[src/rtl/pwr_seq_ctrl.sv]
// pwr_seq_ctrl: board power-sequencing controller.
// Brings up P1V8 -> P3V3 -> P1V1 after VCORE is good, then releases the
// PCIe/PHY resets and CPU POR. It watches power-goods for timeouts and loss,
// shuts down in reverse order and latches a fault code for the BMC.
// Build option: define PWR_SEQ_SOFT_POR_EN to release pcie_rst_n/phy_rst_n
// DLY_RST_MS after P1V1 good. Without it they track cpu_por_n.
module pwr_seq_ctrl #(
    parameter int CNT_W         = 11,
    parameter int DLY_STEP_MS   = 6,
    parameter int DLY_RST_MS    = 10,
    parameter int DLY_POR_MS    = 400,
    parameter int PG_TIMEOUT_MS = 100
) (
    input  logic       sys_clk,
    input  logic       sys_rst_n,
    input  logic       ms_pulse,
    input  logic       vcore_en,
    input  logic       vcore_pwrgd,
    input  logic       p1v8_pwrgd,
    input  logic       p3v3_pwrgd,
    input  logic       p1v1_pwrgd,
    output logic       p1v8_en,
    output logic       p3v3_en,
    output logic       p1v1_en,
    output logic       pcie_rst_n,
    output logic       phy_rst_n,
    output logic       cpu_por_n,
    output logic [3:0] seq_state,
    output logic       fault,
    output logic [2:0] fault_code
);

    localparam logic [3:0] ST_OFF       = 4'd0;
    localparam logic [3:0] ST_VCORE_DLY = 4'd1;
    localparam logic [3:0] ST_WAIT_1V8  = 4'd2;
    localparam logic [3:0] ST_DLY_1V8   = 4'd3;
    localparam logic [3:0] ST_WAIT_3V3  = 4'd4;
    localparam logic [3:0] ST_DLY_3V3   = 4'd5;
    localparam logic [3:0] ST_WAIT_1V1  = 4'd6;
    localparam logic [3:0] ST_RST_DLY   = 4'd7;
    localparam logic [3:0] ST_ON        = 4'd8;
    localparam logic [3:0] ST_SHDN_3V3  = 4'd9;
    localparam logic [3:0] ST_SHDN_1V8  = 4'd10;
    localparam logic [3:0] ST_FAULT     = 4'd15;

    localparam logic [2:0] FC_1V8_TIMEOUT = 3'd1;
    localparam logic [2:0] FC_3V3_TIMEOUT = 3'd2;
    localparam logic [2:0] FC_1V1_TIMEOUT = 3'd3;
    localparam logic [2:0] FC_PG_LOSS     = 3'd4;
    localparam logic [2:0] FC_VCORE_LOSS  = 3'd5;

    localparam logic [CNT_W-1:0] STEP_CNT    = CNT_W'(DLY_STEP_MS);
    localparam logic [CNT_W-1:0] TIMEOUT_CNT = CNT_W'(PG_TIMEOUT_MS);
    localparam logic [CNT_W-1:0] POR_CNT     = CNT_W'(DLY_POR_MS);

    // The POR release must not precede the PCIe/PHY release; an empty marker
    // block appears in the elaborated hierarchy if the parameters disagree.
    if (DLY_POR_MS < DLY_RST_MS) begin : g_dly_por_before_rst
    end

    logic [3:0]       state_reg, state_next;
    logic [CNT_W-1:0] cnt_reg, cnt_next;
    logic             p1v8_en_reg, p1v8_en_next;
    logic             p3v3_en_reg, p3v3_en_next;
    logic             p1v1_en_reg, p1v1_en_next;
    logic             cpu_por_reg, cpu_por_next;
    logic             fault_reg, fault_next;
    logic [2:0]       fault_code_reg, fault_code_next;
`ifdef PWR_SEQ_SOFT_POR_EN
    localparam logic [CNT_W-1:0] RST_CNT = CNT_W'(DLY_RST_MS);
    // Shared release for the PCIe and PHY resets.
    logic             io_rst_reg, io_rst_next;
`endif
    logic             in_seq;
    logic             pg_loss;
    logic             fault_hit;
    logic [2:0]       fault_cause;

    // Next-state, output and counter logic for the sequencer.
    always_comb begin
        state_next      = state_reg;
        p1v8_en_next    = p1v8_en_reg;
        p3v3_en_next    = p3v3_en_reg;
        p1v1_en_next    = p1v1_en_reg;
        cpu_por_next    = cpu_por_reg;
        fault_next      = fault_reg;
        fault_code_next = fault_code_reg;
`ifdef PWR_SEQ_SOFT_POR_EN
        io_rst_next     = io_rst_reg;
`endif
        fault_hit       = 1'b0;
        fault_cause     = 3'd0;

        in_seq  = (state_reg >= ST_VCORE_DLY) && (state_reg <= ST_ON);
        // A rail is only expected to be good once its own WAIT state is left.
        pg_loss = (p1v8_en_reg && !p1v8_pwrgd && (state_reg != ST_WAIT_1V8)) ||
                  (p3v3_en_reg && !p3v3_pwrgd && (state_reg != ST_WAIT_3V3)) ||
                  (p1v1_en_reg && !p1v1_pwrgd && (state_reg != ST_WAIT_1V1));

        if (in_seq && !vcore_en) begin
            // Orderly off: resets and P1V1 drop now, remaining rails unwind.
            p1v1_en_next = 1'b0;
            cpu_por_next = 1'b0;
`ifdef PWR_SEQ_SOFT_POR_EN
            io_rst_next  = 1'b0;
`endif
            if (p3v3_en_reg)
                state_next = ST_SHDN_3V3;
            else if (p1v8_en_reg)
                state_next = ST_SHDN_1V8;
            else
                state_next = ST_OFF;
        end else if (in_seq && !vcore_pwrgd) begin
            fault_hit   = 1'b1;
            fault_cause = FC_VCORE_LOSS;
        end else if (in_seq && pg_loss) begin
            fault_hit   = 1'b1;
            fault_cause = FC_PG_LOSS;
        end else begin
            case (state_reg)
                ST_OFF: begin
                    if (vcore_en && vcore_pwrgd)
                        state_next = ST_VCORE_DLY;
                end
                ST_VCORE_DLY: begin
                    if (cnt_reg == STEP_CNT) begin
                        p1v8_en_next = 1'b1;
                        state_next   = ST_WAIT_1V8;
                    end
                end
                ST_WAIT_1V8: begin
                    if (p1v8_pwrgd) begin
                        state_next = ST_DLY_1V8;
                    end else if (cnt_reg == TIMEOUT_CNT) begin
                        fault_hit   = 1'b1;
                        fault_cause = FC_1V8_TIMEOUT;
                    end
                end
                ST_DLY_1V8: begin
                    if (cnt_reg == STEP_CNT) begin
                        p3v3_en_next = 1'b1;
                        state_next   = ST_WAIT_3V3;
                    end
                end
                ST_WAIT_3V3: begin
                    if (p3v3_pwrgd) begin
                        state_next = ST_DLY_3V3;
                    end else if (cnt_reg == TIMEOUT_CNT) begin
                        fault_hit   = 1'b1;
                        fault_cause = FC_3V3_TIMEOUT;
                    end
                end
                ST_DLY_3V3: begin
                    if (cnt_reg == STEP_CNT) begin
                        p1v1_en_next = 1'b1;
                        state_next   = ST_WAIT_1V1;
                    end
                end
                ST_WAIT_1V1: begin
                    if (p1v1_pwrgd) begin
                        state_next = ST_RST_DLY;
                    end else if (cnt_reg == TIMEOUT_CNT) begin
                        fault_hit   = 1'b1;
                        fault_cause = FC_1V1_TIMEOUT;
                    end
                end
                ST_RST_DLY: begin
`ifdef PWR_SEQ_SOFT_POR_EN
                    if (cnt_reg == RST_CNT)
                        io_rst_next = 1'b1;
`endif
                    if (cnt_reg == POR_CNT) begin
                        cpu_por_next = 1'b1;
                        state_next   = ST_ON;
                    end
                end
                ST_ON: begin
                end
                ST_SHDN_3V3: begin
                    if (cnt_reg == STEP_CNT) begin
                        p3v3_en_next = 1'b0;
                        state_next   = ST_SHDN_1V8;
                    end
                end
                ST_SHDN_1V8: begin
                    if (cnt_reg == STEP_CNT) begin
                        p1v8_en_next = 1'b0;
                        state_next   = ST_OFF;
                    end
                end
                ST_FAULT: begin
                    if (!vcore_en) begin
                        fault_next      = 1'b0;
                        fault_code_next = 3'd0;
                        state_next      = ST_OFF;
                    end
                end
                default: begin
                    // Unused encodings fall back to a fully-off OFF state.
                    p1v8_en_next    = 1'b0;
                    p3v3_en_next    = 1'b0;
                    p1v1_en_next    = 1'b0;
                    cpu_por_next    = 1'b0;
`ifdef PWR_SEQ_SOFT_POR_EN
                    io_rst_next     = 1'b0;
`endif
                    fault_next      = 1'b0;
                    fault_code_next = 3'd0;
                    state_next      = ST_OFF;
                end
            endcase
        end

        // Hard off: every enable and reset drops on the edge FAULT is entered.
        if (fault_hit) begin
            p1v8_en_next    = 1'b0;
            p3v3_en_next    = 1'b0;
            p1v1_en_next    = 1'b0;
            cpu_por_next    = 1'b0;
`ifdef PWR_SEQ_SOFT_POR_EN
            io_rst_next     = 1'b0;
`endif
            fault_next      = 1'b1;
            fault_code_next = fault_cause;
            state_next      = ST_FAULT;
        end

        // Counter restarts on any state change; a tick on that edge is dropped.
        if (state_next != state_reg)
            cnt_next = '0;
        else if (ms_pulse && (cnt_reg != '1))
            cnt_next = cnt_reg + 1'b1;
        else
            cnt_next = cnt_reg;
    end

    // State, counter and output registers with asynchronous reset to OFF.
    always_ff @(posedge sys_clk or negedge sys_rst_n) begin
        if (!sys_rst_n) begin
            state_reg      <= ST_OFF;
            cnt_reg        <= '0;
            p1v8_en_reg    <= 1'b0;
            p3v3_en_reg    <= 1'b0;
            p1v1_en_reg    <= 1'b0;
            cpu_por_reg    <= 1'b0;
            fault_reg      <= 1'b0;
            fault_code_reg <= 3'd0;
`ifdef PWR_SEQ_SOFT_POR_EN
            io_rst_reg     <= 1'b0;
`endif
        end else begin
            state_reg      <= state_next;
            cnt_reg        <= cnt_next;
            p1v8_en_reg    <= p1v8_en_next;
            p3v3_en_reg    <= p3v3_en_next;
            p1v1_en_reg    <= p1v1_en_next;
            cpu_por_reg    <= cpu_por_next;
            fault_reg      <= fault_next;
            fault_code_reg <= fault_code_next;
`ifdef PWR_SEQ_SOFT_POR_EN
            io_rst_reg     <= io_rst_next;
`endif
        end
    end

    assign p1v8_en    = p1v8_en_reg;
    assign p3v3_en    = p3v3_en_reg;
    assign p1v1_en    = p1v1_en_reg;
    assign cpu_por_n  = cpu_por_reg;
`ifdef PWR_SEQ_SOFT_POR_EN
    assign pcie_rst_n = io_rst_reg;
    assign phy_rst_n  = io_rst_reg;
`else
    assign pcie_rst_n = cpu_por_reg;
    assign phy_rst_n  = cpu_por_reg;
`endif
    assign seq_state  = state_reg;
    assign fault      = fault_reg;
    assign fault_code = fault_code_reg;

endmodule

[config.mk]
export PLATFORM = sky130hd
export DESIGN_NAME = pwr_seq_ctrl
export DESIGN_NICKNAME = d
export VERILOG_FILES = /design/src/rtl/pwr_seq_ctrl.sv
export SDC_FILE = /design/constraint.sdc
export NUM_CORES = 1
export LEC_CHECK = 0
export CELL_PAD_IN_SITES_DETAIL_PLACEMENT = 0
export CELL_PAD_IN_SITES_GLOBAL_PLACEMENT = 2
export CORE_UTILIZATION = 31
export CTS_CLUSTER_SIZE = 12
export DETAILED_ROUTE_END_ITERATION = 12
export GPL_TIMING_DRIVEN = 0
export PLACE_DENSITY = 0.84
export SYNTH_ARGS = -nofsm -noshare
export SYNTH_HDL_FRONTEND = slang
export SYNTH_SLANG_ARGS = --single-unit
[constraint.sdc]
create_clock -name sys_clk -period 2.8 [get_ports sys_clk]
set_clock_uncertainty 0.2 [all_clocks]
set_input_delay 0.56 -clock sys_clk [delete_from_list [all_inputs] [get_ports sys_clk]]
set_output_delay 0.56 -clock sys_clk [all_outputs]
set_load 0.01 [all_outputs]
==> run summary <==
Layout Nets -> 282
achievable frequency -> 0.367 GHz
Port-buffer cells -> 20
Post-Synth Simple-Gate Area -> 33.2%
hpwl dp -> 4260 µm
share of the synthesized area in the top cell type -> 28.9%
Async S/R FF share, synth -> 100%
worst-case clock buffer depth -> 2
largest family of logic cells by synthesized area -> simple AND/OR/NAND/NOR gates
Iter 0 DRT Violations -> 276
Psw -> 1.56 mW
antenna diode instance count -> 0
M1 GR Usage -> 26.5%
die width -> 82.1 µm
sequential-to-total area share from yosys stat -> 28.9%
setup TNS -> 0 ps
maximum VDD drop -> 629 µV
Combinational Power Share -> 77.2%
DP Area -> 2280 µm²
pre-CTS setup slack -> -468 ps
Post-synth EDFFs -> 0
worst-path fanout max -> 8
library cells used by synthesis -> 63
critical path, cell by cell -> or4_4, and3_4, a31oi_4, or4b_4, and3_4, nor4b_1
Critical Path End Type -> flip-flop
antenna viol nets, final -> 0
detailed-router iteration count before antenna repair -> 4
per-cell routed wire length -> 18.1 µm
most used routing layer -> met2
Worst-Margin Slew -> 1110 ps
Reg power frac -> 15.3%
Synth Area in Adders -> 1.89%
CTS tree -> built
Ys Warns -> 0
via count -> 2014
total gr overflow -> 0
Worst slew margin -> 26.0%
Crit Path Class -> flip-flop to flip-flop
Top FF cell, synth -> dfrtp_1
XOR/XNOR Fraction of Synth Area -> 4.41%
initial antenna violation count -> 0
Clock Sink Count -> 23
met2 Use GR -> 32.2%
RSZ-0062 raised after global routing -> yes
first-pass GRT wire length -> 9760 µm
Num CTS Buffers -> 3
GRT Util Overall -> 19.4%
met3 Use GR -> 2.22%
die area -> 6740 µm²
Reg clk slew, reported paths -> 90 ps
syn nets -> 247
internal power -> 1.47 mW
mux cell area share after synthesis -> 3.15%
Largest register FFs -> 11
cell count after synthesis -> 236
Routed WL -> 6250 µm
Synth Area in Compound Gates -> 21.1%
row count -> 28
largest net degree at the start of global routing -> 24
share of cells above drive strength 1 -> 27.4%
WP data required -> 2770 ps
starting density of the core -> 32.8%
core box area -> 6060 µm²
io pins -> 22
synthesized area -> 1990 µm²
Clk pwr share -> 7.4%
synthesis-to-finish area growth -> 37.4%
post-route cell area -> 2730 µm²
Max Cap Violations -> 0
top post-synthesis cells by area -> dfrtp_1, nor4_2, nor2_1, nand2_1, o21ai_0
CTS H-tree depth -> 1
most frequent CP cell -> and3_4
final setup fails -> 0
vias in the first global route -> 1887
DR vias/cell -> 5.84
hold_ws -> 300 ps
Final min period -> 2730 ps
Tcrit/Tclk final -> 97.3%
CP max stage cell -> or4_4
final worst slack -> 74.9 ps
GP Congestion -> 0.852
status -> complete, no violations
sw frac -> 51.4%
Root Buffer -> clkbuf_8
clk_lat worst skew -> 270 ps
Lkg Pwr -> 0.985 nW
syn_area_per_cell -> 8.42 µm²
Die Height -> 82.1 µm
Residual DRC -> 0
crit-path max cell delay -> 570 ps
power per cell area -> 1110 nW/µm²
#FFs+latches synth -> 23
largest area contributor in the netlist -> dfrtp_1
CP arrival -> 2700 ps
Hold Path Class -> flip-flop to flip-flop
final hold vios -> 0
Final Max Tran Viols -> 0
critical path launch point type -> flip-flop
-- critical path, delay by kind of cell, from the launching register on --
| family | cells | cell delay [ps] |
|---|---|---|
| and+or+nand+nor | 5 | 1760 |
| DFF | 1 | 510 |
| AOI/OAI and AO/OA | 1 | 150 |
-- power groups by stage --
| stage | Combinational [mW] | Sequential (mW) | Clock (mW) |
|---|---|---|---|
| global placement | 1.54 | 0.460 | 0 |
| detailed placement | 1.54 | 0.460 | 0 |
| finish | 2.34 | 0.464 | 0.225 |
| floorplan | 1.08 | 0.473 | 0 |
| global route | 2.51 | 0.473 | 0.238 |
| CTS | 1.79 | 0.450 | 0.229 |
-- routing by layer --
metal	wire length, µm	share of wire (%)
met5	0	0
met3	211	3.4
met1	2940	47
met2	3060	49
met4	44	0.70
-- through the flow --
| step | total power [mW] | utilization (%) | instances |
|---|---|---|---|
| floorplan | 1.55 | - | 236 |
| global placement | 2.00 | 37.7 | 331 |
| detailed placement | 2.00 | 37.7 | 331 |
| CTS | 2.47 | 40.2 | 337 |
| global route | 3.22 | 45.1 | 345 |
| finish | 3.03 | 45.1 | 345 |
-- timing repair --
item                                    in CTS  in global routing
hold buffers                                 0                  0
setup buffers                                1                  7
resized for setup                           21                 51
gates cloned                                 1                  2
pin swaps                                    2                 17
endpoints found under the setup margin      13                 13
-- cells in the final DEF, fill, tap and decap left out, drive strengths merged, types with 4 or more instances in the layout --
master,instances
o21ai,14
nor4,11
nand3,9
nor3,8
dfrtp,23
clkdlybuf4s50,20
and3,5
a31oi,5
nand2,20
buf,18
nand4,6
mux2i,4
inv,8
a21oi,12
nor2,21
clkbuf,15
xnor2,7
nor4b,5
-- synthesized netlist by cell type (5+ instances only) --
cell      count
nor3_1        7
nor2_1       21
xnor2_1       7
buf_2         5
o21ai_0      13
nor4_2       10
nand3_1       9
nand4_1       6
clkbuf_1     10
inv_1         8
dfrtp_1      23
a21oi_1      12
nand2_1      20
-- cell type report --
type	instances	area (µm²)
Multi-Input combinational cell	184	1530
Tap cell	75	93.8
Clock buffer	3	41.3
Timing Repair Buffer	31	300
Clock inverter	1	5.00
Buffer	19	145
Sequential cell	23	579
Inverter	9	35.0
Fill cell	599	3330
-- kinds of logic after synthesis --
logic type,after synthesis
AOI/OAI and AO/OA,60
xor gates and xnor gates,10
adders and majority gates,3
buffers and inverters,29
DFF,23
muxes,6
and+or+nand+nor,105
-- final timing paths --
kind | startpoint | to | slack, ps | cells after the start
max | seq_state[0] | cnt_reg[9] | 70 | 6
min | fault | fault | 300 | 1
max reg2reg | seq_state[0] | cnt_reg[9] | 70 | 6
min reg2reg | fault | fault | 300 | 1
max in group asynchronous | sys_rst_n | cnt_reg[6] | 990 | 1
min in group asynchronous | sys_rst_n | cnt_reg[3] | 670 | 1
(Power assumes the default switching activity.)
